--- src/rtl/ark_stream_master.sv ---
// ---------------------------------------------------------------------------
// ark_stream_master
//
// Parallel-to-serial initiator and serial-to-parallel reader for the
// byte-serial AddRoundKey stage of an AES-128 datapath.
//
// A 128-bit state and round key are latched on start, streamed one byte per
// cycle (MSB byte first) into the stage, and the 16 XORed bytes the stage
// returns under res_en are reassembled into a 128-bit result with a one-cycle
// done pulse.
//
// Handshake: en_col/en_key are asserted together for exactly NBYTES
// consecutive cycles while a block is sent and are never asserted otherwise;
// res_din is accepted in every cycle where res_en is high while the block is
// waiting for or collecting returned bytes, and is ignored at all other times.
//
// Optional feature (macro ARK_TIMEOUT_EN): a watchdog counts cycles spent
// waiting for or collecting returned bytes. On reaching TIMEOUT_CYC it aborts
// the operation with err=1 and a done pulse, leaving result unchanged. err
// stays high until the next accepted start. Without the macro err is tied 0
// and the block waits indefinitely.
//
// Ports:
//   clk, rst            rising-edge clock, asynchronous active-high reset
//   start               begin an operation (sampled in IDLE only)
//   state_in, key_in    128-bit block and round key, byte i = [127-8i -: 8]
//   col_dout, key_dout  byte stream towards the stage
//   en_col, en_key      byte stream valid
//   res_din, res_en     returned byte and its enable
//   result              reassembled 128-bit block, held until next done
//   busy                high from accepted start until done
//   done                one-cycle pulse when result (or err) is valid
//   err                 timeout flag
// ---------------------------------------------------------------------------
module ark_stream_master #(
  parameter int NBYTES      = 16,
  parameter int TIMEOUT_CYC = 64
) (
  input  logic         clk,
  input  logic         rst,
  input  logic         start,
  input  logic [127:0] state_in,
  input  logic [127:0] key_in,
  output logic [7:0]   col_dout,
  output logic [7:0]   key_dout,
  output logic         en_col,
  output logic         en_key,
  input  logic [7:0]   res_din,
  input  logic         res_en,
  output logic [127:0] result,
  output logic         busy,
  output logic         done,
  output logic         err
);

  // Only the AES-128 geometry is supported.
  if (NBYTES != 16 || TIMEOUT_CYC < 2) begin : g_bad_cfg
    $error("ark_stream_master: NBYTES must be 16 and TIMEOUT_CYC >= 2");
  end

  localparam logic [3:0] LAST_IDX = 4'(NBYTES - 1);

  typedef enum logic [1:0] {
    S_IDLE    = 2'd0,
    S_SEND    = 2'd1,
    S_WAIT    = 2'd2,
    S_COLLECT = 2'd3
  } state_t;

  state_t       state_q, state_d;
  logic [3:0]   cnt_q, cnt_d;
  logic [127:0] st_sh_q, st_sh_d;    // state shadow, shifted left per sent byte
  logic [127:0] key_sh_q, key_sh_d;  // key shadow, shifted in lockstep
  logic [127:0] buf_q, buf_d;        // collection buffer, bytes shift in at LSB
  logic [127:0] result_q, result_d;
  logic         done_q, done_d;
  logic [127:0] buf_shift;
  logic         accept;

  // The cycle that shows done is still the tail of the finished operation,
  // so a start coinciding with done is not taken.
  assign accept    = (state_q == S_IDLE) && start && !done_q;
  assign buf_shift = {buf_q[119:0], res_din};

`ifdef ARK_TIMEOUT_EN
  localparam int TW = $clog2(TIMEOUT_CYC + 1);
  localparam logic [TW-1:0] TMO_LAST = TW'(TIMEOUT_CYC - 1);
  logic [TW-1:0] tmo_q, tmo_d;
  logic          err_q, err_d;
`endif

  always_comb begin
    state_d  = state_q;
    cnt_d    = cnt_q;
    st_sh_d  = st_sh_q;
    key_sh_d = key_sh_q;
    buf_d    = buf_q;
    result_d = result_q;
    done_d   = 1'b0;
`ifdef ARK_TIMEOUT_EN
    err_d    = err_q;
    tmo_d    = tmo_q;
`endif

    case (state_q)
      S_IDLE: begin
        if (accept) begin
          st_sh_d  = state_in;
          key_sh_d = key_in;
          cnt_d    = 4'd0;
          state_d  = S_SEND;
`ifdef ARK_TIMEOUT_EN
          err_d    = 1'b0;
`endif
        end
      end

      S_SEND: begin
        st_sh_d  = {st_sh_q[119:0], 8'h00};
        key_sh_d = {key_sh_q[119:0], 8'h00};
        if (cnt_q == LAST_IDX) begin
          cnt_d   = 4'd0;
          state_d = S_WAIT;
        end else begin
          cnt_d = cnt_q + 4'd1;
        end
      end

      S_WAIT: begin
        if (res_en) begin
          buf_d   = buf_shift;
          cnt_d   = 4'd1;
          state_d = S_COLLECT;
        end
      end

      S_COLLECT: begin
        if (res_en) begin
          buf_d = buf_shift;
          if (cnt_q == LAST_IDX) begin
            result_d = buf_shift;
            done_d   = 1'b1;
            cnt_d    = 4'd0;
            state_d  = S_IDLE;
          end else begin
            cnt_d = cnt_q + 4'd1;
          end
        end
      end

      default: state_d = S_IDLE;
    endcase

`ifdef ARK_TIMEOUT_EN
    // Watchdog restarts on the way into WAIT and runs until the block
    // completes. A completion on the expiring cycle wins over the abort.
    if (state_q == S_SEND) begin
      tmo_d = '0;
    end else if (state_q == S_WAIT || state_q == S_COLLECT) begin
      tmo_d = tmo_q + 1'b1;
      if (tmo_q == TMO_LAST && state_d != S_IDLE) begin
        err_d   = 1'b1;
        done_d  = 1'b1;
        cnt_d   = 4'd0;
        state_d = S_IDLE;
      end
    end
`endif
  end

  always_ff @(posedge clk or posedge rst) begin
    if (rst) begin
      state_q  <= S_IDLE;
      cnt_q    <= 4'd0;
      st_sh_q  <= '0;
      key_sh_q <= '0;
      buf_q    <= '0;
      result_q <= '0;
      done_q   <= 1'b0;
    end else begin
      state_q  <= state_d;
      cnt_q    <= cnt_d;
      st_sh_q  <= st_sh_d;
      key_sh_q <= key_sh_d;
      buf_q    <= buf_d;
      result_q <= result_d;
      done_q   <= done_d;
    end
  end

`ifdef ARK_TIMEOUT_EN
  always_ff @(posedge clk or posedge rst) begin
    if (rst) begin
      tmo_q <= '0;
      err_q <= 1'b0;
    end else begin
      tmo_q <= tmo_d;
      err_q <= err_d;
    end
  end
  assign err = err_q;
`else
  assign err = 1'b0;
`endif

  // Stream outputs are driven straight from the state register and the top
  // byte of each shadow, so they are glitch-free and zero outside SEND.
  assign en_col   = (state_q == S_SEND);
  assign en_key   = (state_q == S_SEND);
  assign col_dout = en_col ? st_sh_q[127:120] : 8'h00;
  assign key_dout = en_key ? key_sh_q[127:120] : 8'h00;
  assign result   = result_q;
  assign busy     = (state_q != S_IDLE);
  assign done     = done_q;

endmodule
--- config.mk ---
export PLATFORM = sky130hd
export DESIGN_NAME = ark_stream_master
export DESIGN_NICKNAME = d
export VERILOG_FILES = /design/src/rtl/ark_stream_master.sv
export SDC_FILE = /design/constraint.sdc
export NUM_CORES = 1
export LEC_CHECK = 0
export CORE_MARGIN = 1
export CORE_UTILIZATION = 52
export DETAILED_ROUTE_END_ITERATION = 8
export HOLD_SLACK_MARGIN = 0.1
export PLACE_DENSITY = 0.91
export SYNTH_ARGS = -nofsm -noshare
export SYNTH_HDL_FRONTEND = slang
export SYNTH_SLANG_ARGS = --single-unit
--- constraint.sdc ---
create_clock -name clk -period 23.7 [get_ports clk]
set_clock_uncertainty 0.1 [all_clocks]
set_input_delay 4.74 -clock clk [delete_from_list [all_inputs] [get_ports clk]]
set_output_delay 4.74 -clock clk [all_outputs]
set_load 0.03 [all_outputs]
Word level (Yosys, flattened, before mapping)

Cells that the tools add are included.

Bits in registers: 511
Bits in latches: 0
RAM bits: 0
Memory bits (read-only): 0
Input bits: 268
Output and inout bits: 149
Logic and storage cells: 49
Memories kept: 0

Add/subtract/negate cells: 1
$mul: 0
Divide/modulo/power cells: 0
Magnitude comparators: 0
Equal/unequal tests: 9
Shift-type cells: 0
Mux-type cells: 20
Bitwise operators: 0
Reductions and logical operators: 12

Operators by type and width:

| cell                  | count |
|---|---|
| $pmux W128 S2         | 2 |
| $mux W128             | 2 |
| $mux W4               | 4 |
| $mux W8               | 2 |
| $pmux W4 S4           | 1 |
| $mux W2               | 5 |
| $ne A2 B2 Y1 const B  | 4 |
| $pmux W2 S4           | 1 |
| $reduce_and A3 Y1     | 2 |
| $reduce_and A5 Y1     | 1 |
| $add A4 B1 Y4 const B | 1 |
| $eq A2 B2 Y1 const B  | 2 |
| $eq A4 B4 Y1 const B  | 1 |
| $reduce_and A2 Y1     | 2 |
| $reduce_bool A2 Y1    | 2 |
| $mux W1               | 3 |
| $eq A2 B1 Y1 const B  | 1 |
| $logic_and A1 B1 Y1   | 2 |
| $logic_not A2 Y1      | 1 |
| $ne A2 B1 Y1 const B  | 1 |
| $reduce_or A2 Y1      | 1 |
| $logic_not A1 Y1      | 1 |

Depth between registers and ports, before layout

Depth after elaboration: 5
Depth in mapped cells: 9
Mapped depth without buffers: 6

Worst setup path before layout

Ideal clock, no wire load.

Path kind: register to output
Start: register state_q[1]
End: output col_dout[0]
Arrival time: 1761 ps
Data required time: 18860 ps
Slack: 17099 ps
Cell stages (with the launch flop): 7
Path buffers: 3
Cell sequence: dfrtp_1 inv_1 ha_1 buf_4 buf_4 clkbuf_1 and2_1

Word-level cells in the longest chain between the ends: 2

RTL lines:

| item                     | line | source |
|---|---|---|
| start: declaration       | 70   | `state_t state_q, state_d;` |
| start signal: assignment | 181  | `state_q <= state_d;` |
| $eq A2 B1 Y1             | 208  | `assign en_col = (state_q == S_SEND);` |
| net en_col               | 46   | `output logic en_col,` |
| $mux W8                  | 210  | `assign col_dout = en_col ? st_sh_q[127:120] : 8'h00;` |
| end: declaration         | 44   | `output logic [7:0] col_dout,` |

The timed path passes the listed nets, and every way through them passes these cells.

Worst setup path after layout

Start: input start
End: register st_sh_q[73]

Word-level cells in the longest chain between the ends: 4

RTL lines:

| item                               | line | source |
|---|---|---|
| start: declaration                 | 41   | `input logic start,` |
| $logic_and A1 B1 Y1 (2 in series)  | 82   | `assign accept = (state_q == S_IDLE) && start && !done_q;` |
| $ne A2 B2 Y1 (no source line)      | n/a  |  |
| $reduce_and A2 Y1 (no source line) | n/a  |  |
| end signal: assignment             | 183  | `st_sh_q <= st_sh_d;` |
| end: declaration                   | 72   | `logic [127:0] st_sh_q, st_sh_d;` |

Every way passes these cells.
A chain may end at the register's enable or synchronous reset.

==> results.md <==
* CP endpoint kind: flip-flop
* Maxcap violations at 0
* Slew Viols, Final at 0
* Total clock sinks at 511
* RSZ-0062 raised after global routing: false
* Total grt overflow at 0
* Top-area cell type share of the netlist area at 0.5968
* Most common cell in the synthesized netlist: dfrtp_1
* Area grow syn2layout at 28.10%
* Worst setup startpoint: start
* Asr flop ratio synth at 1.000
* Initial core utilization at 0.5331
* Setup Viol. Count Final at 0
* DR vias/cell at 5.440
* Hold depth at 2
* Hold/Removal Path Class: flip-flop to flip-flop
* Die area at 0.04202 mm²
* Proportion of layout cells with a drive suffix above 1 at 0.1709
* Crit path arrival time at 9.85 ns
* Critical Path, Cell by Cell: clkdlybuf4s50_1 > nor2b_4 > mux2i_4 > buf_4 > buf_4 > buf_4 > buf_4 > o21ai_0
* Worst stage delay on the critical path at between 0.9 and 1 ns
* Largest net degree at the start of global routing at around 200
* Crit path time final at 9.530 ns
* Average wire per standard cell at 20.60 µm
* Synth Instances at 1668
* Drt total wl at 53800 µm
* Critical Path RT at 24.02 ns
* Yosys top cell by area: dfrtp_1
* Clk pin slew, worst setup/hold paths at 0.06 ns
* Filler instances at about 2700
* Row Count at 73
* Status: completed
* Syn. warnings at 0
* PostCTS Resize Cnt at 0
* Fin nets at 2312
* Critical path launch point type: primary input
* Post-route setup slack at 14.17 ns
* Crit Reg-Reg Startpoint: state_q[0]$_DFFE_PP0P_
* Placeable Area at 0.04019 mm²
* Worst slack, placed at 13.66 ns
* Post-CTS Hold Buffers at 0
* Post-Syn Nets at just under 2000
* Top post-synthesis cells by area: dfrtp_1 (60%), mux2_2 (13%), mux2i_1 (11%)
* Yosys cell types at 27
* Dpl hpwl at 35320 µm
* Multi-input gate area at 0.007863 mm²
* Register area share after synthesis at 0.5968
* Worst hold start: key_sh_q[120]$_DFFE_PP0P_
* Top_reg_cell synth: dfrtp_1
* Antenna Nets Post-Route at 0
* Post-synth top cells: dfrtp_1 (511), mux2_2 (249), nand2_1 (246), mux2i_1 (242), o21ai_0 (173)
* RR Endpoint: st_sh_q[73]$_DFFE_PP0P_
* Ports at 417
* Clock root cell: clkbuf_16
* Htree depth at 2
* Mapped Avg Cell Area at 12.85 µm²
* Worst-Skew Late Latency at 0.61 ns
* Peak VDD IR at between 0.1 and 0.15 mV
* Setup Buffers After CTS at 0
* Gpl congestion at 0.8634
* Initial antenna violation count at 8
* Crit-path max FO at roughly 130
* Final hold viol count at 0
* Worst Tran Pin Value at between 1 and 1.5 ns
* Hold EP: key_sh_q[120]$_DFFE_PP0P_
* Vias at approximately 14000
* Slew headroom at 0.2037
* Yosys reg bits at 511
* Mapped Area at 0.02143 mm²
* Port bufs at 415
* EDFF count, synth at 0
* Gr usage total at 0.2550
* Total negative setup slack at 0 ns
* TritonCTS clock tree: built
* FF/Latch Area at about 0.013 mm²
* Clk buf depth at 3
* Power Density at 120.1 mW/mm²
* Die Wd at 205.0 µm
* Initial DRC count at 873
* Fin crit share at 0.4021
* First-pass GRT wire length at approximately 83000 µm
* Critical path class: primary input to flip-flop
* Hold slack at around 0.37 ns
* Drc violations at 0
* Fmax at 104.9 MHz
* Drt first pass iters at 5
* Reg2reg path depth at 8
* Die H at 205.0 µm
* Vias in the first global route at 15166
* P_leak at approximately 12 nW
* Worst reg2reg setup slack at 17.88 ns
* Tot Pwr at 3.296 mW
* Slowest CP cell: buf_4
* Most frequent CP cell: buf_4
* Num CTS Buffers at 51
[state kept, by name (all words and copies together) (netlist names)]
| name | count |
|---|---|
| key_sh_q | 128 |
| result | 128 |
| st_sh_q | 128 |
| buf_q | 120 |
| cnt_q | 4 |
| state_q | 2 |
| done | 1 |
[worst max-delay path: cells and delay by family]
kind / cells / cell delay [ns]
compound gates: 1 / 0.24
buf+inv: 5 / 4.01
mux: 1 / 0.54
simple gates: 1 / 0.16
[how the worst max path moves through the flow]
stage / end / slack [ns] / cells past startpoint
final: st_sh_q[73]$_DFFE_PP0P_ / 14.17 / 8
after CTS: st_sh_q[60]$_DFFE_PP0P_ / 14.27 / 8
after floorplan: buf_q[0]$_DFFE_PP0P_ / 4.59 / 1
after global placement: st_sh_q[92]$_DFFE_PP0P_ / 13.84 / 8
after detailed placement: st_sh_q[60]$_DFFE_PP0P_ / 13.66 / 8
after global routing: st_sh_q[92]$_DFFE_PP0P_ / 13.68 / 8
[power by group]
| part | leakage [nW] | internal (mW) | switching (mW) |
|---|---|---|---|
| clock | 0.886 | 0.502 | 0.349 |
| sequential | 6.62 | 1.19 | 0.207 |
| combinational | 4.85 | 0.469 | 0.576 |
[per-layer routing]
layer,wire (µm),GRT usage
met1,20680,0.2961
met2,26360,0.4278
met3,4271,0.07477
met4,2461,0.1317
met5,26,0
[placed cells by master (no fill, tap or decap), types with 2 or more instances in the layout]
cell type	Yosys	routed
clkbuf_16	0	51
clkinv_4	0	2
clkbuf_8	0	15
and2_1	17	17
a22o_1	16	16
clkinv_16	0	2
buf_4	11	13
diode_2	0	10
clkinv_2	0	7
nor2_1	6	5
buf_12	0	2
bufinv_16	0	5
clkdlybuf4s50_1	0	415
clkbuf_1	16	9
mux2i_1	242	242
mux2_2	249	249
ha_1	6	5
o21ai_1	74	73
inv_1	4	3
o21ai_0	173	173
dfrtp_1	511	511
nand2_1	246	246
[metrics by stage]
| stage | cell area (µm²) | std cells | util |
|---|---|---|---|
| 4_1_cts | 27420 | 2602 | 0.6823 |
| 3_3_place_gp | 25620 | 2510 | 0.6375 |
| 5_1_grt | 27440 | 2608 | 0.6827 |
| 2_1_floorplan | 21430 | 1668 | - |
| 3_5_place_dp | 25620 | 2510 | 0.6375 |
| 6_report | 27450 | 2612 | 0.6829 |
[final cells by class]
type                       instances  share of cell area
clock inverter                    17             0.01030
tap                              525             0.02393
multi-input combinational       1040              0.2865
timing repair buffer             430              0.1564
antenna                           10           0.0009118
inverter                           4           0.0008206
clock buffer                      75             0.05525
sequential                       511              0.4659
[cell families (layout without fill, tap and decap cells)]
family / Yosys count / after routing / share of synthesized area
DFF: 511 / 511 / 0.5968
muxes: 492 / 492 / 0.2450
and+or+nand+nor: 276 / 276 / 0.05180
AOI/OAI and AO/OA: 265 / 265 / 0.06505
buffers and inverters: 117 / 526 / 0.03767
adders and majority gates: 6 / 6 / 0.003504
other: 1 / 11 / 0.0001750
(Power assumes the default switching activity.)
